$ cat src/rtl/ps2_kbd_tx_pkg.sv
// ps2_pkg: shared definitions for the PS/2 keyboard device model.
//   ps2_state_e    : serialiser engine states (IDLE, HIGH, LOW, GAP)
//   PS2_FRAME_BITS : bits per device-to-host frame (start, 8 data, parity, stop)
//   PS2_LAST_BIT   : index of the stop bit within a frame
//   odd_parity()   : parity bit that makes the nine data+parity bits odd
package ps2_pkg;

  typedef enum logic [1:0] {
    ST_IDLE = 2'd0,
    ST_HIGH = 2'd1,
    ST_LOW  = 2'd2,
    ST_GAP  = 2'd3
  } ps2_state_e;

  localparam int         PS2_FRAME_BITS = 11;
  localparam logic [3:0] PS2_LAST_BIT   = 4'(PS2_FRAME_BITS - 1);

  function automatic logic odd_parity(input logic [7:0] data);
    return ~^data;
  endfunction

endpackage

$ cat src/rtl/ps2_kbd_tx_fifo.sv
// ps2_tx_fifo: synchronous DEPTH x 8 scan-code FIFO.
//   clock, reset (sync, active-low) : clock and flush
//   push, wdata                     : write side (ignored while full)
//   pop, rdata                      : read side, rdata shows the head entry
//   full, empty                     : occupancy flags
// Pointers carry one extra wrap bit so full and empty are distinguishable.
module ps2_tx_fifo
  import ps2_pkg::*;
#(
  parameter int DEPTH = 8
) (
  input  logic       clock,
  input  logic       reset,
  input  logic       push,
  input  logic [7:0] wdata,
  input  logic       pop,
  output logic [7:0] rdata,
  output logic       full,
  output logic       empty
);

  localparam int          AW      = $clog2(DEPTH);
  localparam logic [AW:0] PTR_ONE = {{AW{1'b0}}, 1'b1};

  logic [7:0]  mem_q [DEPTH];
  logic [AW:0] wptr_q, wptr_d;
  logic [AW:0] rptr_q, rptr_d;
  logic        do_push_s;
  logic        do_pop_s;

  assign empty     = (wptr_q == rptr_q);
  assign full      = (wptr_q[AW] != rptr_q[AW]) && (wptr_q[AW-1:0] == rptr_q[AW-1:0]);
  assign rdata     = mem_q[rptr_q[AW-1:0]];
  assign do_push_s = push & ~full;
  assign do_pop_s  = pop & ~empty;

  // Next-state pointers; a simultaneous push and pop both advance.
  always_comb begin
    wptr_d = wptr_q;
    rptr_d = rptr_q;
    if (do_push_s) begin
      wptr_d = wptr_q + PTR_ONE;
    end else begin
      wptr_d = wptr_q;
    end
    if (do_pop_s) begin
      rptr_d = rptr_q + PTR_ONE;
    end else begin
      rptr_d = rptr_q;
    end
  end

  // Pointer registers, flushed by reset.
  always_ff @(posedge clock) begin
    if (!reset) begin
      wptr_q <= '0;
      rptr_q <= '0;
    end else begin
      wptr_q <= wptr_d;
      rptr_q <= rptr_d;
    end
  end

  // Storage array; contents are don't-care until written.
  always_ff @(posedge clock) begin
    if (do_push_s) begin
      mem_q[wptr_q[AW-1:0]] <= wdata;
    end
  end

endmodule

$ cat src/rtl/ps2_kbd_tx.sv
// ps2_kbd_tx: PS/2 keyboard device model. Buffers scan codes and sends each
// one as an 11-bit device-to-host frame on ps2_clk/ps2_data.
//   clock, reset (sync, active-low)
//   in_valid, in_data, in_ready : byte input handshake (in_ready = FIFO not full)
//   ps2_clk, ps2_data           : registered PS/2 line outputs, idle high
//   busy                        : frame in progress or bytes still queued
// Line outputs are a registered decode of the engine state, so they lag the
// state by one clock; every timing figure below is seen at the pins.
module ps2_kbd_tx
  import ps2_pkg::*;
#(
  parameter int CLK_DIV    = 8,
  parameter int GAP        = 16,
  parameter int FIFO_DEPTH = 8
) (
  input  logic       clock,
  input  logic       reset,
  input  logic       in_valid,
  input  logic [7:0] in_data,
  output logic       in_ready,
  output logic       ps2_clk,
  output logic       ps2_data,
  output logic       busy
);

  localparam logic [7:0] DIV_RELOAD = 8'(CLK_DIV - 1);
  localparam logic [7:0] GAP_RELOAD = 8'(GAP - 1);

  ps2_state_e  state_q, state_d;
  logic [7:0]  cnt_q, cnt_d;
  logic [3:0]  idx_q, idx_d;
  logic [8:0]  shreg_q, shreg_d;
  logic        ps2_clk_q, ps2_clk_d;
  logic        ps2_data_q, ps2_data_d;
  logic        busy_q, busy_hold_q;
  logic        busy_s;
  logic        cur_bit_s;
  logic        pop_s;
  logic        fifo_full_s, fifo_empty_s;
  logic [7:0]  fifo_rdata_s;

  ps2_tx_fifo #(
    .DEPTH (FIFO_DEPTH)
  ) u_fifo (
    .clock (clock),
    .reset (reset),
    .push  (in_valid),
    .wdata (in_data),
    .pop   (pop_s),
    .rdata (fifo_rdata_s),
    .full  (fifo_full_s),
    .empty (fifo_empty_s)
  );

  assign in_ready = ~fifo_full_s;
  assign ps2_clk  = ps2_clk_q;
  assign ps2_data = ps2_data_q;
  assign busy     = busy_q;

  // Bit on the line for the current index: start, then data/parity from the
  // shift register's LSB, then stop.
  always_comb begin
    if (idx_q == 4'd0) begin
      cur_bit_s = 1'b0;
    end else if (idx_q == PS2_LAST_BIT) begin
      cur_bit_s = 1'b1;
    end else begin
      cur_bit_s = shreg_q[0];
    end
  end

  // Serialiser FSM and half-period / gap divider.
  always_comb begin
    state_d = state_q;
    cnt_d   = cnt_q;
    idx_d   = idx_q;
    shreg_d = shreg_q;
    pop_s   = 1'b0;
    case (state_q)
      ST_IDLE: begin
        if (!fifo_empty_s) begin
          pop_s   = 1'b1;
          shreg_d = {odd_parity(fifo_rdata_s), fifo_rdata_s};
          idx_d   = 4'd0;
          cnt_d   = DIV_RELOAD;
          state_d = ST_HIGH;
        end else begin
          state_d = ST_IDLE;
        end
      end
      ST_HIGH: begin
        if (cnt_q == 8'd0) begin
          cnt_d   = DIV_RELOAD;
          state_d = ST_LOW;
        end else begin
          cnt_d = cnt_q - 8'd1;
        end
      end
      ST_LOW: begin
        if (cnt_q == 8'd0) begin
          if (idx_q < PS2_LAST_BIT) begin
            idx_d   = idx_q + 4'd1;
            cnt_d   = DIV_RELOAD;
            state_d = ST_HIGH;
            // The start bit is not held in the shift register, so shifting
            // begins only once a data bit has been sent.
            if (idx_q != 4'd0) begin
              shreg_d = {1'b0, shreg_q[8:1]};
            end else begin
              shreg_d = shreg_q;
            end
          end else begin
            cnt_d   = GAP_RELOAD;
            state_d = ST_GAP;
          end
        end else begin
          cnt_d = cnt_q - 8'd1;
        end
      end
      ST_GAP: begin
        if (cnt_q == 8'd0) begin
          state_d = ST_IDLE;
        end else begin
          cnt_d = cnt_q - 8'd1;
        end
      end
      default: begin
        state_d = ST_IDLE;
      end
    endcase
  end

  // Line decode: data is held through LOW so the stop bit is still valid on
  // the receiver's final falling-edge sample.
  always_comb begin
    ps2_clk_d = (state_q != ST_LOW);
    if ((state_q == ST_HIGH) || (state_q == ST_LOW)) begin
      ps2_data_d = cur_bit_s;
    end else begin
      ps2_data_d = 1'b1;
    end
    busy_s = (state_q != ST_IDLE) || !fifo_empty_s;
  end

  // State and output registers. busy is stretched by one extra clock so it
  // also covers the idle-high cycle in which the engine looks for a new byte,
  // matching the pin-level lag of the line outputs.
  always_ff @(posedge clock) begin
    if (!reset) begin
      state_q     <= ST_IDLE;
      cnt_q       <= 8'd0;
      idx_q       <= 4'd0;
      shreg_q     <= 9'd0;
      ps2_clk_q   <= 1'b1;
      ps2_data_q  <= 1'b1;
      busy_q      <= 1'b0;
      busy_hold_q <= 1'b0;
    end else begin
      state_q     <= state_d;
      cnt_q       <= cnt_d;
      idx_q       <= idx_d;
      shreg_q     <= shreg_d;
      ps2_clk_q   <= ps2_clk_d;
      ps2_data_q  <= ps2_data_d;
      busy_q      <= busy_s | busy_hold_q;
      busy_hold_q <= busy_s;
    end
  end

endmodule
$ cat config.mk
export PLATFORM = sky130hd
export DESIGN_NAME = ps2_kbd_tx
export DESIGN_NICKNAME = d
export VERILOG_FILES = /design/src/rtl/ps2_kbd_tx_pkg.sv /design/src/rtl/ps2_kbd_tx_fifo.sv /design/src/rtl/ps2_kbd_tx.sv
export SDC_FILE = /design/constraint.sdc
export NUM_CORES = 1
export LEC_CHECK = 0
export ABC_AREA = 0
export BUFFER_PORTS_ARGS = -buffer_cell sky130_fd_sc_hd__buf_2
export CORE_ASPECT_RATIO = 1.2
export CORE_MARGIN = 2
export CORE_UTILIZATION = 55
export DETAILED_ROUTE_END_ITERATION = 6
export GPL_TIMING_DRIVEN = 0
export PLACE_DENSITY = 0.72
export SYNTH_ARGS = -nofsm -noshare
export SYNTH_HDL_FRONTEND = slang
export SYNTH_SLANG_ARGS = --single-unit
$ cat constraint.sdc
create_clock -name clock -period 3.7 [get_ports clock]
set_clock_uncertainty 0.2 [all_clocks]
set_input_delay 0.37 -clock clock [delete_from_list [all_inputs] [get_ports clock]]
set_output_delay 0.37 -clock clock [all_outputs]
set_load 0.01 [all_outputs]
# == After elaboration in Yosys (flattened, before gate mapping) ==
# Memories as Yosys holds them, arrays and structs flattened. A register that Yosys moved wholly into a read port is not among the register bits.
# Index checks and enable logic that the tools add are counted.
# op_classes
addsub,4
n_lt_le_gt_ge,1
n_eq_ne,15
mux,29
bitwise_logic,5
n_reduce_logical,16
# ops
op,n
2-to-1 mux 9 bit,4
2-to-1 mux 8 bit,4
one-hot mux 8 bit (4 select lines),1
one-hot mux 9 bit (2 select lines),1
2-to-1 mux 4 bit,4
"inequality test 2 bit, second input constant",8
"adder 4 x 1 -> 4 bit, second input constant",3
zero test 8 bit,1
2-to-1 mux 2 bit,4
one-hot mux 2 bit (4 select lines),1
one-hot mux 4 bit (2 select lines),1
XNOR reduction 8 bit,1
"subtractor 8 x 1 -> 8 bit, second input constant",1
2-to-1 mux 1 bit,7
2-to-1 mux 3 bit,2
AND reduction 5 bit,1
"equality test 2 bit, second input constant",2
equality test 4 bit,1
"equality test 4 bit, second input constant",1
zero test 4 bit,1
"less-than comparator 4 bit, second input constant",1
AND reduction 2 bit,2
AND reduction 4 bit,1
nonzero test 2 bit,2
12 further kinds,15
# word_totals
ff_bits,35
ramBits,64
in_bits,11
out_inout_bits,4
elab_cells,81
memories,1
# mem_list
name,words,word_bits,rd,rd_ports_with_merged_regs,wr,line,text
u_fifo.mem_q,8,8,1,1,1,ps2_kbd_tx_fifo.sv:25,logic [7:0] mem_q [DEPTH];

# == Depth between registers and ports, before layout ==
# Gate-level depths: netlist of the first run.
# depth
word_depth,6
ltp_mapped,8
ltp_nobuf,8

# == Modules after synthesis ==
# Synthesis of the first run repeated with hierarchy kept, for this count alone.
# hier_totals
cells_unflattened,345
hier_area_um2,4788.3
# modules_own_cells
module,instances,cells_per_inst,area_per_inst_um2,seq_area_each_um2
ps2_tx_fifo,1,176,3251.9,2142.1
ps2_kbd_tx,1,169,1536.5,540.5

# == Worst setup path after synthesis of the first run ==
# Ideal clock, no wire load.
# synth_timing
kind,register to register
startpoint,register u_fifo.wptr_q[2]
endpoint,memory u_fifo.mem_q[0][0] (enable)
setup_ps,383
arrival_ps,1805
setup_slack_ps,1312
stages_incl_launch_ff,6
path_buffers,1
period_less_slack_ps,2388
cell_sequence,dfxtp_1 > clkbuf_1 > xor2_1 > o41ai_1 > or2_1 > nor3_1
# synth_between
elab_chain_cells,6
# synth_rtl
element,line,text
"start, declared",ps2_kbd_tx_fifo.sv:26,"logic [AW:0] wptr_q, wptr_d;"
"start signal, assigned",ps2_kbd_tx_fifo.sv:59,wptr_q <= wptr_d;
equality test 3 bit,ps2_kbd_tx_fifo.sv:32,assign full = (wptr_q[AW] != rptr_q[AW]) && (wptr_q[AW-1:0] == rptr_q[AW-1:0]);
logical AND 1 bit,ps2_kbd_tx_fifo.sv:32,
inverter 1 bit,ps2_kbd_tx_fifo.sv:34,assign do_push_s = push & ~full;
AND 1 bit,ps2_kbd_tx_fifo.sv:34,
2-to-1 mux 1 bit,ps2_kbd_tx_fifo.sv:66,if (do_push_s) begin
2-to-1 mux 1 bit (not written as such),ps2_kbd_tx_fifo.sv:67,mem_q[wptr_q[AW-1:0]] <= wdata;
"end, declared",ps2_kbd_tx_fifo.sv:25,
# Several ways; a longest one is shown, not always the timed one.

# == Final worst setup path of the first run ==
# layout_timing
startpoint,register u_fifo.wptr_q[2]
endpoint,memory u_fifo.mem_q[4][7] (enable)
# The elaborated chain is that of the path after synthesis.

==> results of run 1 <==
==> layout by cell type (no fill, tap or decap), types with 5 or more instances in the layout <==
master and count:
mux2i_4 5, mux4_2 14, inv_1 9, ha_1 10, nor2_1 31, nand2_1 24, nand2b_1 5, xnor2_1 14
o21ai_1 7, buf_2 15, o21ai_0 8, xor2_1 6, clkbuf_8 9, edfxtp_1 64, clkbuf_1 8, a21oi_1 13
dfxtp_1 38, mux2i_1 11, nand3_1 5
==> registers in the layout (all words and copies together) (netlist names), named ones only <==
signal         count
busy_hold_q        1
u_fifo.mem_q      64
ps2_data           1
shreg_q            9
cnt_q              8
u_fifo.wptr_q      4
state_q            2
busy               1
idx_q              4
u_fifo.rptr_q      4
ps2_clk            1
==> stage by stage <==
step / instance area (um^2) / hold slack (ns) / power [uW]
6_report: 4790 / 0.0563 / 3260
5_1_grt: 4790 / 0.0580 / 3450
4_1_cts: 4790 / 0.0517 / 3280
3_5_place_dp: 4600 / 0.237 / 2600
3_3_place_gp: 4590 / 0.238 / 2570
2_1_floorplan: 4410 / 0.216 / 2370
==> final cells by class <==
type | count | area (um^2) | area share, %
clock inverter | 7 | 66.3 | 1.38
buffer | 12 | 73.8 | 1.54
timing repair buffer | 14 | 70.1 | 1.46
clock buffer | 9 | 124 | 2.58
multi-input combinational | 194 | 1620 | 33.8
sequential | 102 | 2680 | 56.0
inverter | 11 | 41.3 | 0.861
tap | 92 | 115 | 2.40
==> logic make-up after synthesis <==
family                     count (synthesis)  share of synthesized area, %
xor gates and xnor gates                  21                          4.34
buffers and inverters                     23                          2.61
and+or+nand+nor                           89                          9.76
AOI/OAI and AO/OA                         40                          5.62
DFF                                      102                          60.9
muxes                                     34                          14.0
adders and majority gates                 10                          2.84
==> cells in the mapped netlist (2+ instances only) <==
master | n | area (um^2)
edfxtp_1 | 64 | 1920
dfxtp_1 | 38 | 761
nor2_1 | 31 | 116
nand2_1 | 24 | 90.1
mux4_2 | 14 | 315
xnor2_1 | 14 | 123
a21oi_1 | 13 | 65.1
mux2i_1 | 11 | 110
ha_1 | 10 | 125
inv_1 | 9 | 33.8
clkbuf_1 | 8 | 30.0
o21ai_0 | 8 | 40.0
o21ai_1 | 7 | 35.0
xor2_1 | 6 | 52.6
mux2i_4 | 5 | 113
nand2b_1 | 5 | 31.3
nand3_1 | 5 | 25.0
nor3_1 | 5 | 25.0
and2_1 | 4 | 25.0
inv_2 | 2 | 7.51
mux4_1 | 2 | 52.6
nand4_1 | 2 | 12.5
nor3b_1 | 2 | 15.0
==> where the power goes <==
part | switching (uW) | internal (uW)
logic | 622 | 523
registers | 81.7 | 1340
clock network | 427 | 265
==> worst paths after layout <==
path                                       start                 end
worst min register to register       busy_hold_q                busy
worst min-delay path                  in_data[1]  u_fifo.mem_q[1][1]
worst max register to register  u_fifo.wptr_q[2]  u_fifo.mem_q[4][7]
worst max-delay path            u_fifo.wptr_q[2]  u_fifo.mem_q[4][7]
==> metal layers <==
| metal | routed length [um] | up-vias | part of all wire [%] |
|---|---|---|---|
| met5 | 0 | - | 0 |
| li1 | - | 1224 | - |
| met3 | 215 | 15 | 2.8 |
| met4 | 151 | 0 | 2.0 |
| met1 | 3370 | 1242 | 44 |
| met2 | 4000 | 44 | 52 |
==> impl_metrics.csv, run 1 <==
group,metric,value,unit
status,status,"finished clean",
yosys,synth-edff-count,64,
timing,finalCritPeriodShare,73.6,%
timing,layout_min_cycle_time,2.72,ns
global_routing,grt_pass1_vias,2516,
setup_path,endpoint_kind,"register",
placement,port_buffers,14,
global_routing,antenna_found_initial,0,
global_routing,grt_overflow_total,0,
setup_path,slowest_delay,0.72,ns
global_routing,use_met2,34.1,%
clocking,cts.sinks,102,
placement,gp_congestion,0.807,
yosys,syn_inst,319,
timing,finalSetupTns,0,ns
hold_path,hold_path_class,"in2reg",
setup_path,path_class,"reg2reg",
placement,dp_hpwl,5250,um
timing,slew_headroom,32.8,%
timing,rsz0062_at_grt,"false",
timing,tightest_slew,1.00,ns
timing,drv_slew,0,
yosys,ys_warn_count,0,
timing,max_freq,367,MHz
global_routing,grt.total_usage,19.4,%
clocking,cts_root_buf,"clkbuf_8",
timing,hold_viol,0,
timing,finalSetupViolCount,0,
placement,dp.cells,425,
yosys,synth-seq-cells,102,
layout,fin_util,61.8,%
layout,layout-drive-gt1-share,17.5,%
clocking,cts_max_level,3,
timing,setup_ws,0.978,ns
setup_path,worstPathRequired,3.50,ns
floorplanning,fp.coreArea,7750,um^2
layout,fillers,601,
detailed_routing,drc,0,
clocking,clk_pin_slew,0.11,ns
setup_path,arrival,2.52,ns
yosys,synth_ff_type,"edfxtp_1",
floorplanning,die_h,102,um
yosys,synthDistinctLibCells,53,
global_routing,grt_pass1_wl,12500,um
yosys,avgSynthCellArea,13.8,um^2
global_routing,grt_util_met3,3.63,%
clocking,cts-buffers-inserted,9,
setup_path,worst-path-stages,5,
hold_path,worstHoldPathCells,1,
detailed_routing,finalWirelength,7740,um
clocking,clk_latency,0.38,ns
detailed_routing,wire_per_inst,17.5,um
yosys,synth.cell_area,4410,um^2
floorplanning,die-area,8750,um^2
layout,area_delta_synth_final,8.74,%
power,p_leak,0.00166,uW
setup_path,path_buf_inv,1,
power,cellPowerDensity,680,nW/um^2
setup_path,critPathTopFamily,"simple AND/OR/NAND/NOR gates",
detailed_routing,ant_nets,0,
setup_path,critical_path.cell_chain,"clkbuf_1 > xor2_1 > o41ai_1 > or2_1 > nor2_1",
clocking,cts_tree,"done",
clocking,postCtsHoldBufs,0,
layout,antenna_cells,0,
setup_path,r2r_slack,0.98,ns
clocking,cts-resized-gates,0,
floorplanning,die_w,85.7,um
floorplanning,start_util,56.9,%
detailed_routing,avgViaCountPerCell,5.73,
global_routing,grtUsageMet1,23.6,%
floorplanning,io_pins,15,
setup_path,ff2ff_path_depth,5,
layout,instances_no_fill,441,
detailed_routing,drt_iter0_markers,91,
layout,layout.nets,365,
floorplanning,row_count,35,
global_routing,grt_max_degree,21,
clocking,cts_setup_buffers,0,
power,peakVddDrop,0.326,mV
detailed_routing,drtPass1Iterations,5,
yosys,ys_async_sr_fraction,0,%
setup_path,critPathLaunchType,"register",
detailed_routing,dr_total_vias,2525,
clocking,cts_buffer_depth,2,
placement,dp_slack,0.957,ns
setup_path,critPathMaxFanout,8,
setup_path,slowest_stage,"nor2_1",
yosys,seq_area_frac_synth,60.9,%
yosys,synthesis.nets,340,
global_routing,grt_busiest_layer,"met2",
job,timing.max_cap.violations,0,
Power figures use the tool's default switching activity.
==> inputs of run 2 (changes only) <==
PLACE_DENSITY = 0.75   (was 0.72)
clock period = 2.35 ns   (was 3.7 ns; I/O delays follow)
==> run 2 against run 1 <==
Maximum frequency increased by 19%. Clock-buffer cell count unchanged. Critical path depth increased by 3. Via count increased by 3.4%. Non-clock buffer count increased by 15. Clock power increased by 63%. Sequential power increased by 59%. Critical endpoint is now shreg_q[8]. Largest power group unchanged.
==> impl_metrics.csv, run 2 (synthesis gave the netlist of run 1 again) <==
group,metric,value,unit
layout,design_area,5170,um^2
power,cellPowerDensity,1050,nW/um^2
setup_path,arrival,2.36,ns
global_routing,grt_pass1_wl,13200,um
placement,dp_slack,-0.357,ns
timing,max_freq,437,MHz
power,peakVddDrop,0.549,mV
timing,tightest_slew,0.549,ns
timing,finalSetupViolCount,0,
global_routing,grt.total_usage,20.2,%
detailed_routing,avgViaCountPerCell,5.72,
setup_path,critPathTopFamily,"multiplexers",
floorplanning,start_util,56.9,%
setup_path,critPathLaunchType,"register",
detailed_routing,wire_per_inst,18.3,um
clocking,cts_tree,"done",
global_routing,grt_pass1_vias,2599,
floorplanning,die_w,85.7,um
detailed_routing,finalWirelength,8360,um
setup_path,slowest_delay,0.51,ns
layout,final_cell_mix,"64 x edfxtp_1, 35 x dfxtp_1, 25 x nor2_1",
setup_path,path_buf_inv,2,
detailed_routing,drtPass1Iterations,4,
setup_path,path_common_cell,"xnor2_2",
setup_path,r2r_end,"shreg_q[8]",
floorplanning,fp.coreArea,7750,um^2
timing,setup_ws,0.0635,ns
job,timing.max_cap.violations,0,
layout,layout-drive-gt1-share,25.5,%
setup_path,ff2ff_path_depth,8,
setup_path,r2r_slack,0.06,ns
placement,port_buffers,14,
layout,largest_reg_flops,64,
timing,finalCritPeriodShare,97.3,%
setup_path,critical_path.cell_chain,"buf_6 > clkbuf_16 > mux4_2 > mux2i_4 > xnor2_2 > xnor2_2 > xnor2_1 > o41ai_2",
clocking,cts.sinks,102,
setup_path,path_class,"reg2reg",
clocking,clk_latency,0.36,ns
global_routing,grt_max_degree,19,
setup_path,worstPathRequired,2.42,ns
setup_path,critPathMaxFanout,8,
clocking,cts_root_buf,"clkbuf_8",
clocking,cts-buffers-inserted,9,
placement,dpl_cell_area,4600,um^2
timing,timing.hold.ws,0.0216,ns
power,p_leak,0.00179,uW
clocking,cts_max_level,3,
setup_path,slowest_stage,"mux4_2",
status,status,"finished clean",
floorplanning,die_h,102,um
placement,dp_hpwl,5330,um
power,report.power.total,5410,uW
layout,area_delta_synth_final,17.3,%
detailed_routing,drc,0,
global_routing,antenna_found_initial,0,
layout,antenna_cells,0,
timing,slew_headroom,63.4,%
timing,layout_min_cycle_time,2.29,ns
setup_path,worst-path-stages,8,
timing,drv_slew,0,
layout,layout.nets,380,
floorplanning,die-area,8750,um^2
layout,final_common_cell,"edfxtp_1",
global_routing,grt_overflow_total,0,
detailed_routing,drt_iter0_markers,103,
timing,hold_viol,0,
setup_path,endpoint,"shreg_q[8]",
detailed_routing,ant_nets,0,
floorplanning,io_pins,15,
setup_path,endpoint_kind,"register",
clocking,cts_buffer_depth,2,
placement,gp_congestion,0.828,
layout,fin_util,66.7,%
clocking,clk_pin_slew,0.10,ns
floorplanning,row_count,35,
hold_path,hold_path_class,"in2reg",
detailed_routing,dr_total_vias,2610,
==> run 2: changes by cell type in the layout (fill, tap and decap cells not counted), moves of 3 or more <==
cell,before,now
nor2_1,31,25
xor2_1,6,3
buf_4,1,7
dfxtp_2,0,3
nor2_4,0,6
dlygate4sd3_1,0,8
buf_12,1,4
inv_6,4,0
dfxtp_1,38,35
xor2_2,0,3
==> run 2: worst min path at each step <==
stage                startpoint                 end  slack, ns  cells after the start
finish                    reset          state_q[1]       0.02                      3
global route           in_valid    u_fifo.wptr_q[1]       0.05                      4
CTS                       reset          state_q[1]      0.008                      3
detailed placement  busy_hold_q                busy       0.24                      2
global placement    busy_hold_q                busy       0.23                      2
floorplan            in_data[0]  u_fifo.mem_q[0][0]       0.13                      0
==> run 2: power by group <==
| group | switching, uW | internal [uW] | total [uW] | leakage, uW |
|---|---|---|---|---|
| combinational | 1050 | 972 | 2020 | 0.000792 |
| sequential | 151 | 2110 | 2260 | 0.000894 |
| clock | 620 | 507 | 1130 | 0.000101 |
| total | 1820 | 3590 | 5410 | 0.00179 |
==> run 2: tightest hold or removal path, stage by stage <==
cell	delay [ns]
buf_2	0.09
inv_1	0.09
a21oi_1	0.12
==> run 2: per-stage QoR <==
stage	std cells	TNS [ns]
global placement	425	-19.35
global route	456	-0.0282
floorplan	319	0
finish	456	0
CTS	451	0
detailed placement	425	-20.92
==> run 2: what timing repair did <==
item                       4_1_cts  5_1_grt
hold endpoints to repair        64        0
pin swaps                        4        0
cloned                           0        1
setup endpoints to repair       83       43
resized for setup               26       10
buffers inserted                 4        4
hold buffers                     8        0
==> run 2: final cells by class <==
cell class              count  area, um^2
plain buffers              10        68.8
fillers                   534        2580
repair buffers             31         273
clock buffers               9         124
multi-input cells         194        1780
flip-flops and latches    102        2690
clock inverters             7        81.3
inverters                  11        41.3
well taps                  92         115
==> run 2: per-layer routing <==
metal / track usage (%) / wire, um / vias to the layer above
met5: 0 / 0 / -
met4: 7.94 / 119 / 0
met3: 3.15 / 213 / 9
met2: 36.2 / 4510 / 46
met1: 24.5 / 3520 / 1303
li1: - / - / 1252
==> inputs of run 3 (changes only) <==
CORE_UTILIZATION = 29   (was 55)
PLACE_DENSITY = unset   (was 0.75)
==> run 3 against run 2 <==
Cell count rose by 24%. Sequential power barely moved. Final area rose by 4.5%. Flip-flop and latch count did not move. Highest routed layer unchanged.
==> impl_metrics.csv, run 3 (synthesis gave the netlist of run 1 again) <==
group,metric,value,unit
status,status,"finished clean",
setup_path,path_class,"reg2reg",
power,cellPowerDensity,1060,nW/um^2
layout,final_common_cell,"edfxtp_1",
hold_path,worstHoldPathCells,3,
clocking,cts_max_level,3,
timing,drv_slew,0,
clocking,clk_latency,0.35,ns
global_routing,grt_pass1_wl,14000,um
timing,finalCritPeriodShare,99.0,%
floorplanning,row_count,49,
placement,gp_congestion,0.834,
layout,layout.nets,379,
floorplanning,io_pins,15,
layout,antenna_cells,0,
job,timing.max_cap.violations,0,
floorplanning,die_w,117,um
global_routing,grt_max_degree,19,
placement,dpl_cell_area,4740,um^2
detailed_routing,drt_iter0_markers,117,
global_routing,grt_pass1_vias,2759,
layout,design_area,5410,um^2
layout,instances_no_fill,567,
setup_path,worstPathRequired,2.40,ns
floorplanning,die-area,16200,um^2
clocking,cts.sinks,102,
detailed_routing,dr_total_vias,2574,
hold_path,hold_end,"state_q[1]",
layout,fin_util,36.1,%
setup_path,ff2ff_path_depth,8,
timing,finalSetupViolCount,0,
setup_path,r2r_end,"shreg_q[8]",
layout,final_cell_mix,"64 x edfxtp_1, 36 x dfxtp_1, 25 x nor2_1",
layout,regArea,2690,um^2
placement,dp.cells,537,
placement,port_buffers,14,
layout,area_delta_synth_final,22.6,%
layout,largest_reg_flops,64,
timing,layout_min_cycle_time,2.33,ns
setup_path,arrival,2.38,ns
clocking,cts_buffer_depth,2,
detailed_routing,finalWirelength,8340,um
timing,timing.hold.ws,0.0587,ns
setup_path,critPathMaxFanout,10,
timing,max_freq,430,MHz
timing,hold_viol,0,
timing,tightest_slew,0.596,ns
power,p_leak,0.00182,uW
detailed_routing,avgViaCountPerCell,4.54,
global_routing,grt_overflow_total,0,
clocking,cts_tree,"done",
layout,multiInputGateArea,1780,um^2
detailed_routing,drtPass1Iterations,4,
power,report.power.total,5740,uW
clocking,clk_pin_slew,0.07,ns
global_routing,antenna_found_initial,0,
layout,fillers,1465,
setup_path,r2r_slack,0.02,ns
timing,rsz0062_at_grt,"true",
floorplanning,fp.coreArea,15000,um^2
clocking,cts_root_buf,"clkbuf_16",
clocking,cts-buffers-inserted,9,
timing,slew_headroom,59.9,%
detailed_routing,wire_per_inst,14.7,um
setup_path,endpoint_kind,"register",
setup_path,critPathLaunchType,"register",
detailed_routing,ant_nets,0,
hold_path,hold_path_class,"in2reg",
global_routing,grt.total_usage,11.3,%
placement,dp_hpwl,5390,um
hold_path,min_from,"reset",
floorplanning,die_h,139,um
layout,layout-drive-gt1-share,24.5,%
power,peakVddDrop,0.404,mV
detailed_routing,drc,0,
floorplanning,start_util,29.5,%
## run 3: changes by cell type in the layout (fill, tap and decap cells not counted), moves of 2 or more
cell and change:
buf_4 -2, clkbuf_8 -9, clkbuf_16 +8, mux2i_2 -3, inv_6 +2, mux2i_1 +2
buf_12 +2
## run 3: layout make-up
class,count,share of cell area [%]
buffer,10,1.27
clock buffer,9,4.17
clock inverter,7,1.48
inverter,11,0.764
multi-input combinational,194,32.9
sequential,102,49.7
tap,204,4.72
timing repair buffer,30,5.05
## run 3: how the worst max path moves through the flow
stage / start / depth (start not counted) / to / slack (ns)
after CTS: register / 8 / shreg_q[8] / 0.003
final: register / 8 / shreg_q[8] / 0.02
after global placement: u_fifo.wptr_q[2] / 5 / u_fifo.mem_q[1][3] / -0.65
after detailed placement: u_fifo.wptr_q[2] / 5 / u_fifo.mem_q[4][1] / -0.52
after floorplan: u_fifo.wptr_q[2] / 5 / u_fifo.mem_q[1][0] / 0.02
after global routing: register / 8 / shreg_q[8] / -0.13
## run 3: what timing repair did
| action | 4_1_cts | 5_1_grt |
|---|---|---|
| hold endpoints to repair | 64 | 0 |
| setup endpoints to repair | 83 | 66 |
| resized for setup | 26 | 7 |
| pin swaps | 5 | 2 |
| buffers inserted | 5 | 3 |
| hold buffers | 8 | 0 |
## run 3: critical path: stages, from the launching register on
cell and delay (ns):
dfxtp_1 0.34, buf_6 0.16, buf_12 0.16, mux4_2 0.54, mux2i_4 0.23, xnor2_2 0.16, xnor2_2 0.15, xnor2_1 0.10
o41ai_2 0.19
## run 3: through the flow
| stage | TNS [ns] | setup slack (ns) |
|---|---|---|
| 2_1_floorplan | 0 | 0.0218 |
| 3_3_place_gp | -23.71 | -0.649 |
| 3_5_place_dp | -24.69 | -0.523 |
| 4_1_cts | 0 | 0.00280 |
| 5_1_grt | -0.126 | -0.126 |
| 6_report | 0 | 0.0246 |
## run 3: power breakdown
| group | leakage (uW) | internal, uW | total [uW] | switching (uW) |
|---|---|---|---|---|
| Combinational | 0.000782 | 937 | 1980 | 1040 |
| Sequential | 0.000893 | 2110 | 2250 | 140 |
| Clock | 0.000148 | 840 | 1510 | 665 |
## run 3: layer usage
| metal | up-vias | share of wire (%) | global-route usage [%] |
|---|---|---|---|
| li1 | 1251 | - | - |
| met1 | 1276 | 42 | 13.4 |
| met2 | 34 | 54 | 19.8 |
| met3 | 13 | 2.7 | 2.88 |
| met4 | 0 | 1.7 | 3.90 |
| met5 | - | 0 | 0 |
